--- src/rtl/audio_pkg.sv ---
// audio_pkg: shared FSM states, default sample width and saturation helper for the audio mixer
package audio_pkg;
  typedef enum logic [1:0] {ST_IDLE, ST_SCAN, ST_OUT} state_e;
  localparam int AUDIO_DW_DEF = 16;
  function automatic logic signed [31:0] sat(input logic signed [31:0] v, input int dw);
    logic signed [31:0] hi, lo;
    hi = (32'sd1 <<< (dw - 1)) - 32'sd1;
    lo = -hi - 32'sd1;
    return v > hi ? hi : (v < lo ? lo : v);
  endfunction
endpackage

--- src/rtl/audio_rate_gen.sv ---
// audio_rate_gen: fractional-accumulator tick generator producing RATE ticks per second from clk_rate
module audio_rate_gen #(
  parameter int RATE = 48_000
) (
  input  logic        clk,
  input  logic        reset_n,
  input  logic [31:0] clk_rate,
  output logic        tick
);
  logic [31:0] acc_q, acc_d;
  logic        tick_q, tick_d;
  logic [32:0] acc_next;
  logic        wrap;
  // advance the phase accumulator, wrapping by clk_rate; a zero rate never ticks
  always_comb begin
    acc_next = {1'b0, acc_q} + 33'(RATE);
    wrap     = acc_next >= {1'b0, clk_rate};
    acc_d    = wrap ? 32'(acc_next - {1'b0, clk_rate}) : acc_next[31:0];
    tick_d   = wrap && clk_rate != '0;
  end
  // accumulator and registered tick
  always_ff @(posedge clk or negedge reset_n) begin
    if (!reset_n) begin
      acc_q  <= '0;
      tick_q <= 1'b0;
    end else begin
      acc_q  <= acc_d;
      tick_q <= tick_d;
    end
  end
  assign tick = tick_q;
endmodule

--- src/rtl/audio_src_mixer.sv ---
// audio_src_mixer: per-frame source poller and stereo mixer; AUDIO_MIX_SAT_EN selects saturating unity-gain mix over shifted mix
module audio_src_mixer
  import audio_pkg::*;
#(
  parameter int NUM_SRC  = 4,
  parameter int AUDIO_DW = AUDIO_DW_DEF,
  parameter int I2S_Freq = 48_000
) (
  input  logic                         clk,
  input  logic                         reset_n,
  input  logic [31:0]                  clk_rate,
  input  logic [NUM_SRC-1:0]           src_en,
  input  logic [NUM_SRC-1:0]           src_valid,
  output logic [NUM_SRC-1:0]           src_ready,
  input  logic [NUM_SRC*AUDIO_DW-1:0]  src_left,
  input  logic [NUM_SRC*AUDIO_DW-1:0]  src_right,
  output logic [AUDIO_DW-1:0]          left_chan,
  output logic [AUDIO_DW-1:0]          right_chan,
  output logic                         sample_stb,
  output logic [NUM_SRC-1:0]           underrun,
  input  logic                         underrun_clr
);
  localparam int LG = $clog2(NUM_SRC);
  localparam int SW = AUDIO_DW + LG;
  state_e                     state_q, state_d;
  logic                       pend_q, pend_d;
  logic [LG-1:0]              idx_q, idx_d;
  logic signed [SW-1:0]       sum_l_q, sum_l_d, sum_r_q, sum_r_d;
  logic signed [AUDIO_DW-1:0] hold_l_q [NUM_SRC];
  logic signed [AUDIO_DW-1:0] hold_l_d [NUM_SRC];
  logic signed [AUDIO_DW-1:0] hold_r_q [NUM_SRC];
  logic signed [AUDIO_DW-1:0] hold_r_d [NUM_SRC];
  logic [AUDIO_DW-1:0]        left_q, left_d, right_q, right_d;
  logic                       stb_q, stb_d;
  logic [NUM_SRC-1:0]         ur_q, ur_d;
  logic                       tick, cur_en, cur_v;
  logic signed [AUDIO_DW-1:0] new_l, new_r, add_l, add_r;

  audio_rate_gen #(.RATE(I2S_Freq)) u_rate (
    .clk      (clk),
    .reset_n  (reset_n),
    .clk_rate (clk_rate),
    .tick     (tick)
  );

  // frame FSM: start on tick/pend, scan one source per cycle into the shared adder, then publish
  always_comb begin
    state_d   = state_q;
    pend_d    = pend_q | (tick && state_q != ST_IDLE);
    idx_d     = idx_q;
    sum_l_d   = sum_l_q;
    sum_r_d   = sum_r_q;
    hold_l_d  = hold_l_q;
    hold_r_d  = hold_r_q;
    left_d    = left_q;
    right_d   = right_q;
    stb_d     = 1'b0;
    ur_d      = ur_q;
    src_ready = '0;
    cur_en    = src_en[idx_q];
    cur_v     = src_valid[idx_q];
    new_l     = src_left[idx_q * AUDIO_DW +: AUDIO_DW];
    new_r     = src_right[idx_q * AUDIO_DW +: AUDIO_DW];
    add_l     = !cur_en ? '0 : (cur_v ? new_l : hold_l_q[idx_q]);
    add_r     = !cur_en ? '0 : (cur_v ? new_r : hold_r_q[idx_q]);
    if (state_q == ST_IDLE) begin
      if (tick || pend_q) begin
        state_d = ST_SCAN;
        pend_d  = 1'b0;
        idx_d   = '0;
        sum_l_d = '0;
        sum_r_d = '0;
      end
    end else if (state_q == ST_SCAN) begin
      src_ready[idx_q] = cur_en && cur_v;
      sum_l_d = sum_l_q + SW'(add_l);
      sum_r_d = sum_r_q + SW'(add_r);
      if (cur_en && cur_v) begin
        hold_l_d[idx_q] = new_l;
        hold_r_d[idx_q] = new_r;
      end
      if (cur_en && !cur_v) ur_d[idx_q] = 1'b1;
      idx_d = idx_q + 1'b1;
      if (idx_q == LG'(NUM_SRC - 1)) state_d = ST_OUT;
    end else begin
`ifdef AUDIO_MIX_SAT_EN
      left_d  = AUDIO_DW'(sat(32'(sum_l_q), AUDIO_DW));
      right_d = AUDIO_DW'(sat(32'(sum_r_q), AUDIO_DW));
`else
      left_d  = AUDIO_DW'(sum_l_q >>> LG);
      right_d = AUDIO_DW'(sum_r_q >>> LG);
`endif
      stb_d   = 1'b1;
      state_d = ST_IDLE;
    end
    if (underrun_clr) ur_d = '0;
  end

  // state, sums, per-source hold registers and registered outputs
  always_ff @(posedge clk or negedge reset_n) begin
    if (!reset_n) begin
      state_q <= ST_IDLE;
      pend_q  <= 1'b0;
      idx_q   <= '0;
      sum_l_q <= '0;
      sum_r_q <= '0;
      left_q  <= '0;
      right_q <= '0;
      stb_q   <= 1'b0;
      ur_q    <= '0;
      for (int i = 0; i < NUM_SRC; i++) begin
        hold_l_q[i] <= '0;
        hold_r_q[i] <= '0;
      end
    end else begin
      state_q  <= state_d;
      pend_q   <= pend_d;
      idx_q    <= idx_d;
      sum_l_q  <= sum_l_d;
      sum_r_q  <= sum_r_d;
      left_q   <= left_d;
      right_q  <= right_d;
      stb_q    <= stb_d;
      ur_q     <= ur_d;
      hold_l_q <= hold_l_d;
      hold_r_q <= hold_r_d;
    end
  end

  assign left_chan  = left_q;
  assign right_chan = right_q;
  assign sample_stb = stb_q;
  assign underrun   = ur_q;
endmodule

--- config.mk ---
export PLATFORM = sky130hd
export DESIGN_NAME = audio_src_mixer
export DESIGN_NICKNAME = d
export VERILOG_FILES = /design/src/rtl/audio_pkg.sv /design/src/rtl/audio_rate_gen.sv /design/src/rtl/audio_src_mixer.sv
export SDC_FILE = /design/constraint.sdc
export NUM_CORES = 1
export LEC_CHECK = 0
export BUFFER_PORTS_ARGS = -buffer_cell sky130_fd_sc_hd__buf_4
export CAP_MARGIN = 20
export CORE_MARGIN = 8
export CORE_UTILIZATION = 40
export DETAILED_ROUTE_END_ITERATION = 8
export PLACE_DENSITY = 0.59
export SKIP_CTS_REPAIR_TIMING = 1
export SYNTH_ARGS = -nofsm -noshare
export SYNTH_HDL_FRONTEND = slang
export SYNTH_SLANG_ARGS = --single-unit
--- constraint.sdc ---
create_clock -name clk -period 6.1 [get_ports clk]
set_input_delay 0.305 -clock clk [delete_from_list [all_inputs] [get_ports clk]]
set_output_delay 0.305 -clock clk [all_outputs]
set_load 0.1 [all_outputs]
==> metrics.md <==
| Metric | Value |
|---|---|
| Worst r2r src | u_rate.acc_q[7] |
| DP Wirelength | 28.1 mm |
| Share of cells above drive strength 1 | 34.5% |
| R2R setup slack | 1.10 ns |
| Crit end category | flip-flop |
| Total global routing overflow | 0 |
| Critical Path Slowest Stage Cell | a31oi_4 |
| Area after DPL | 16,700 um^2 |
| Starting Density | 40.3% |
| Post-Syn Instances | 1,300 |
| Initial antenna violation count | 3 |
| Fillers | 3,339 |
| Sequential share of the synthesized area | 40.9% |
| Status | finished, final reports clean |
| Final hold slack | 0.144 ns |
| Clk buf depth | 3 |
| Final worst setup slack | 1.10 ns |
| Path length in cells of the critical path | 20 |
| Post-synthesis async set-or-reset flop share | 100% |
| Routed WL per cell | 19.2 um |
| Worst-path cell chain | inv_1 > ha_1 > inv_1 > o21ai_0 > nand2_1 > a21oi_1 > nor2_1 > nand4_1 > nor2_1 > xnor2_1 > ha_1 > and4_1 > nand4_1 > nor3_1 > a21oi_1 > o21a_1 > o221ai_2 > a31oi_4 > buf_4 > mux2_2 |
| CTS tree | done |
| Die span in y | 207 um |
| Gr usage total | 17.4% |
| Total Wirelength | 38.1 mm |
| Clock skew after layout | 0.0143 ns |
| First-pass GRT wire length | 61.8 mm |
| Core Area | 36,300 um^2 |
| Setup violators final | 0 |
| Hold path cells | 3 |
| Max Cap Viol | 0 |
| Nets | 1,744 |
| Post-route DRC | 0 |
| Syn nets | 1,545 |
| Vias per inst | 5.44 |
| Die width | 207 um |
| DRT antenna net count | 0 |
| Yosys warnings | 0 |
| Antenna diode count | 0 |
| Die ar. | 42,900 um^2 |
| Critical path data arrival time | 5.42 ns |
| Synthesized flop and latch total | 239 |
| Clock power share | 14.2% |
| # port buffers | 211 |
| Pwr Density | 671 nW/um^2 |
| EDFF count, synth | 0 |
| Crit share post-route | 82.0% |
| Most frequent cell after synthesis | dfrtp_1 |
| WP data required | 6.52 ns |
| Relative slew slack | 37.2% |
| IO Count | 212 |
| CP Max Fanout | 38 |
| Final Hold Viols | 0 |
| P_leak | 8.18 nW |
| Root Driver | clkbuf_16 |
| Startpoint class of the critical path | flip-flop |
| Top-area cell type share of the netlist area | 40.9% |
| Via count | 10,800 |
| Cell Rows | 70 |
| Vias in the first global route | 11,600 |
| Peak supply drop | 0.219 mV |
| RSZ-0062 raised after global routing | false |
| # H-tree levels | 1 |
| Sequential Power Share | 25.0% |
| Drt first pass iters | 5 |
| Largest net degree at the start of global routing | 94 |
| WHS Endpoint | u_rate.acc_q[0] |
| Post-synth top cells | dfrtp_1 (239), mux2_2 (163), o21ai_0 (92), nand2_1 (86), nor2_1 (72) |
| Final GP Congestion | 0.873 |
| # clock sinks | 239 |
| CP delay by family, top | compound AO/OA/AOI/OAI gates |
| NetSw | 0.00534 W |
| Post-synth top flop | dfrtp_1 |
| Period minus WS final | 5.00 ns |
| P_int | 0.00654 W |
| Setup TNS | 0 ns |
| Cells on worst reg2reg path | 20 |
| Netlist cell types | 67 |
| R2r endpoint | u_rate.acc_q[1] |
| Clock latency at the later pin of the worst-skew pair | 0.54 ns |
| Final Cell Area | 17,700 um^2 |
| Synth area leader | dfrtp_1 |
| Peak per-stage delay on the critical path | 0.74 ns |
| Register area | 5990 um^2 |
| Final Max Slew Viols | 0 |
| Synth top area cells | dfrtp_1 (41%), mux2_2 (13%), mux4_2 (10%) |
| Num CTS Buffers | 28 |
| Path category of the worst min-delay check | in2reg |
| Crit path buf inv count | 3 |
| Fmax | 200 MHz |
| Worst Tran Pin Value | 0.942 ns |
| Sw Share | 44.9% |
| Pre-CTS setup slack | 1.08 ns |
| Layout area overhead | 21.2% |
| Iteration-0 DRC Markers | 588 |
| Gate power share | 60.8% |
| Syn avg cell area | 11.2 um^2 |
| Hold Crit Start | clk_rate[0] |
| CP Class | reg2reg |
| Area occupied by multi-input gates | 8140 um^2 |
| Clock Pin Slew Worst Setup and Hold Paths | 0.06 ns |
| Synthesized area | 14,600 um^2 |
-- layout by cell type, fill, tap and decap left out, drive strengths merged, types with 6 or more instances in the layout --
cell      n
a21o     30
a21oi    56
a31oi     8
buf     231
clkbuf   46
dfrtp   239
ha       71
inv      69
mux2    164
mux2i    37
mux4     65
nand2    86
nand2b   15
nand3    16
nand4    12
nor2     72
nor3     16
nor4     12
o21a     11
o21ai    95
or3       6
xnor2    28
xor2     44
-- worst max path at each step --
stage	start	end	slack, ns
3_5_place_dp	u_rate.acc_q[7]	u_rate.acc_q[1]	1.08
6_report	u_rate.acc_q[7]	u_rate.acc_q[1]	1.10
5_1_grt	u_rate.acc_q[7]	u_rate.acc_q[1]	0.61
2_1_floorplan	idx_q[0]	sum_l_q[17]	1.65
3_3_place_gp	u_rate.acc_q[7]	u_rate.acc_q[1]	1.17
4_1_cts	u_rate.acc_q[7]	u_rate.acc_q[1]	1.04
-- per-stage QoR --
stage               instances  util, %  power (W)
finish                   1988     48.8     0.0119
global route             1988     48.8     0.0128
CTS                      1985     48.7     0.0120
detailed placement       1934     46.1     0.0102
global placement         1934     46.1     0.0101
floorplan                1300        -    0.00852
-- registers in the layout, indices dropped and copies added (netlist names) --
name and cells:
hold_l_q 64, hold_r_q 64, idx_q 2, left_chan 16, pend_q 1, right_chan 16, sample_stb 1, state_q 2
sum_l_q 18, sum_r_q 18, u_rate.acc_q 32, u_rate.tick 1, underrun 4
-- cell families after synthesis --
kind of cell / share of synthesized area (%)
compound gates: 11.1
xor+xnor: 4.32
fa+ha+maj: 6.49
buf+inv: 3.43
flops: 40.9
mux: 25.2
simple gates: 8.51
-- power groups by stage --
stage	Combinational [W]	Clock, W	Sequential [W]
2_1_floorplan	0.00499	0	0.00353
3_3_place_gp	0.00710	0	0.00296
3_5_place_dp	0.00721	0	0.00299
4_1_cts	0.00725	0.00174	0.00297
5_1_grt	0.00791	0.00180	0.00308
6_report	0.00722	0.00169	0.00296
-- cell type report --
type | instances | area share (%)
Tap cell | 468 | 3.31
Clock inverter | 5 | 0.325
Multi-Input combinational cell | 930 | 46.0
Timing Repair Buffer | 233 | 10.1
Clock buffer | 46 | 5.03
Inverter | 67 | 1.42
Sequential cell | 239 | 33.8
-- routing by layer --
metal	share of wire (%)	vias up	global-route usage, %
met4	1.9	6	3.72
met3	4.7	63	3.38
met5	0.092	-	0
met1	46	5349	22.9
met2	47	224	29.3
li1	-	5168	-
-- worst min-delay path: stages --
cell,delay [ns]
buf_4,0.09
ha_1,0.14
o21ai_0,0.09
Power figures use the tool's default switching activity.
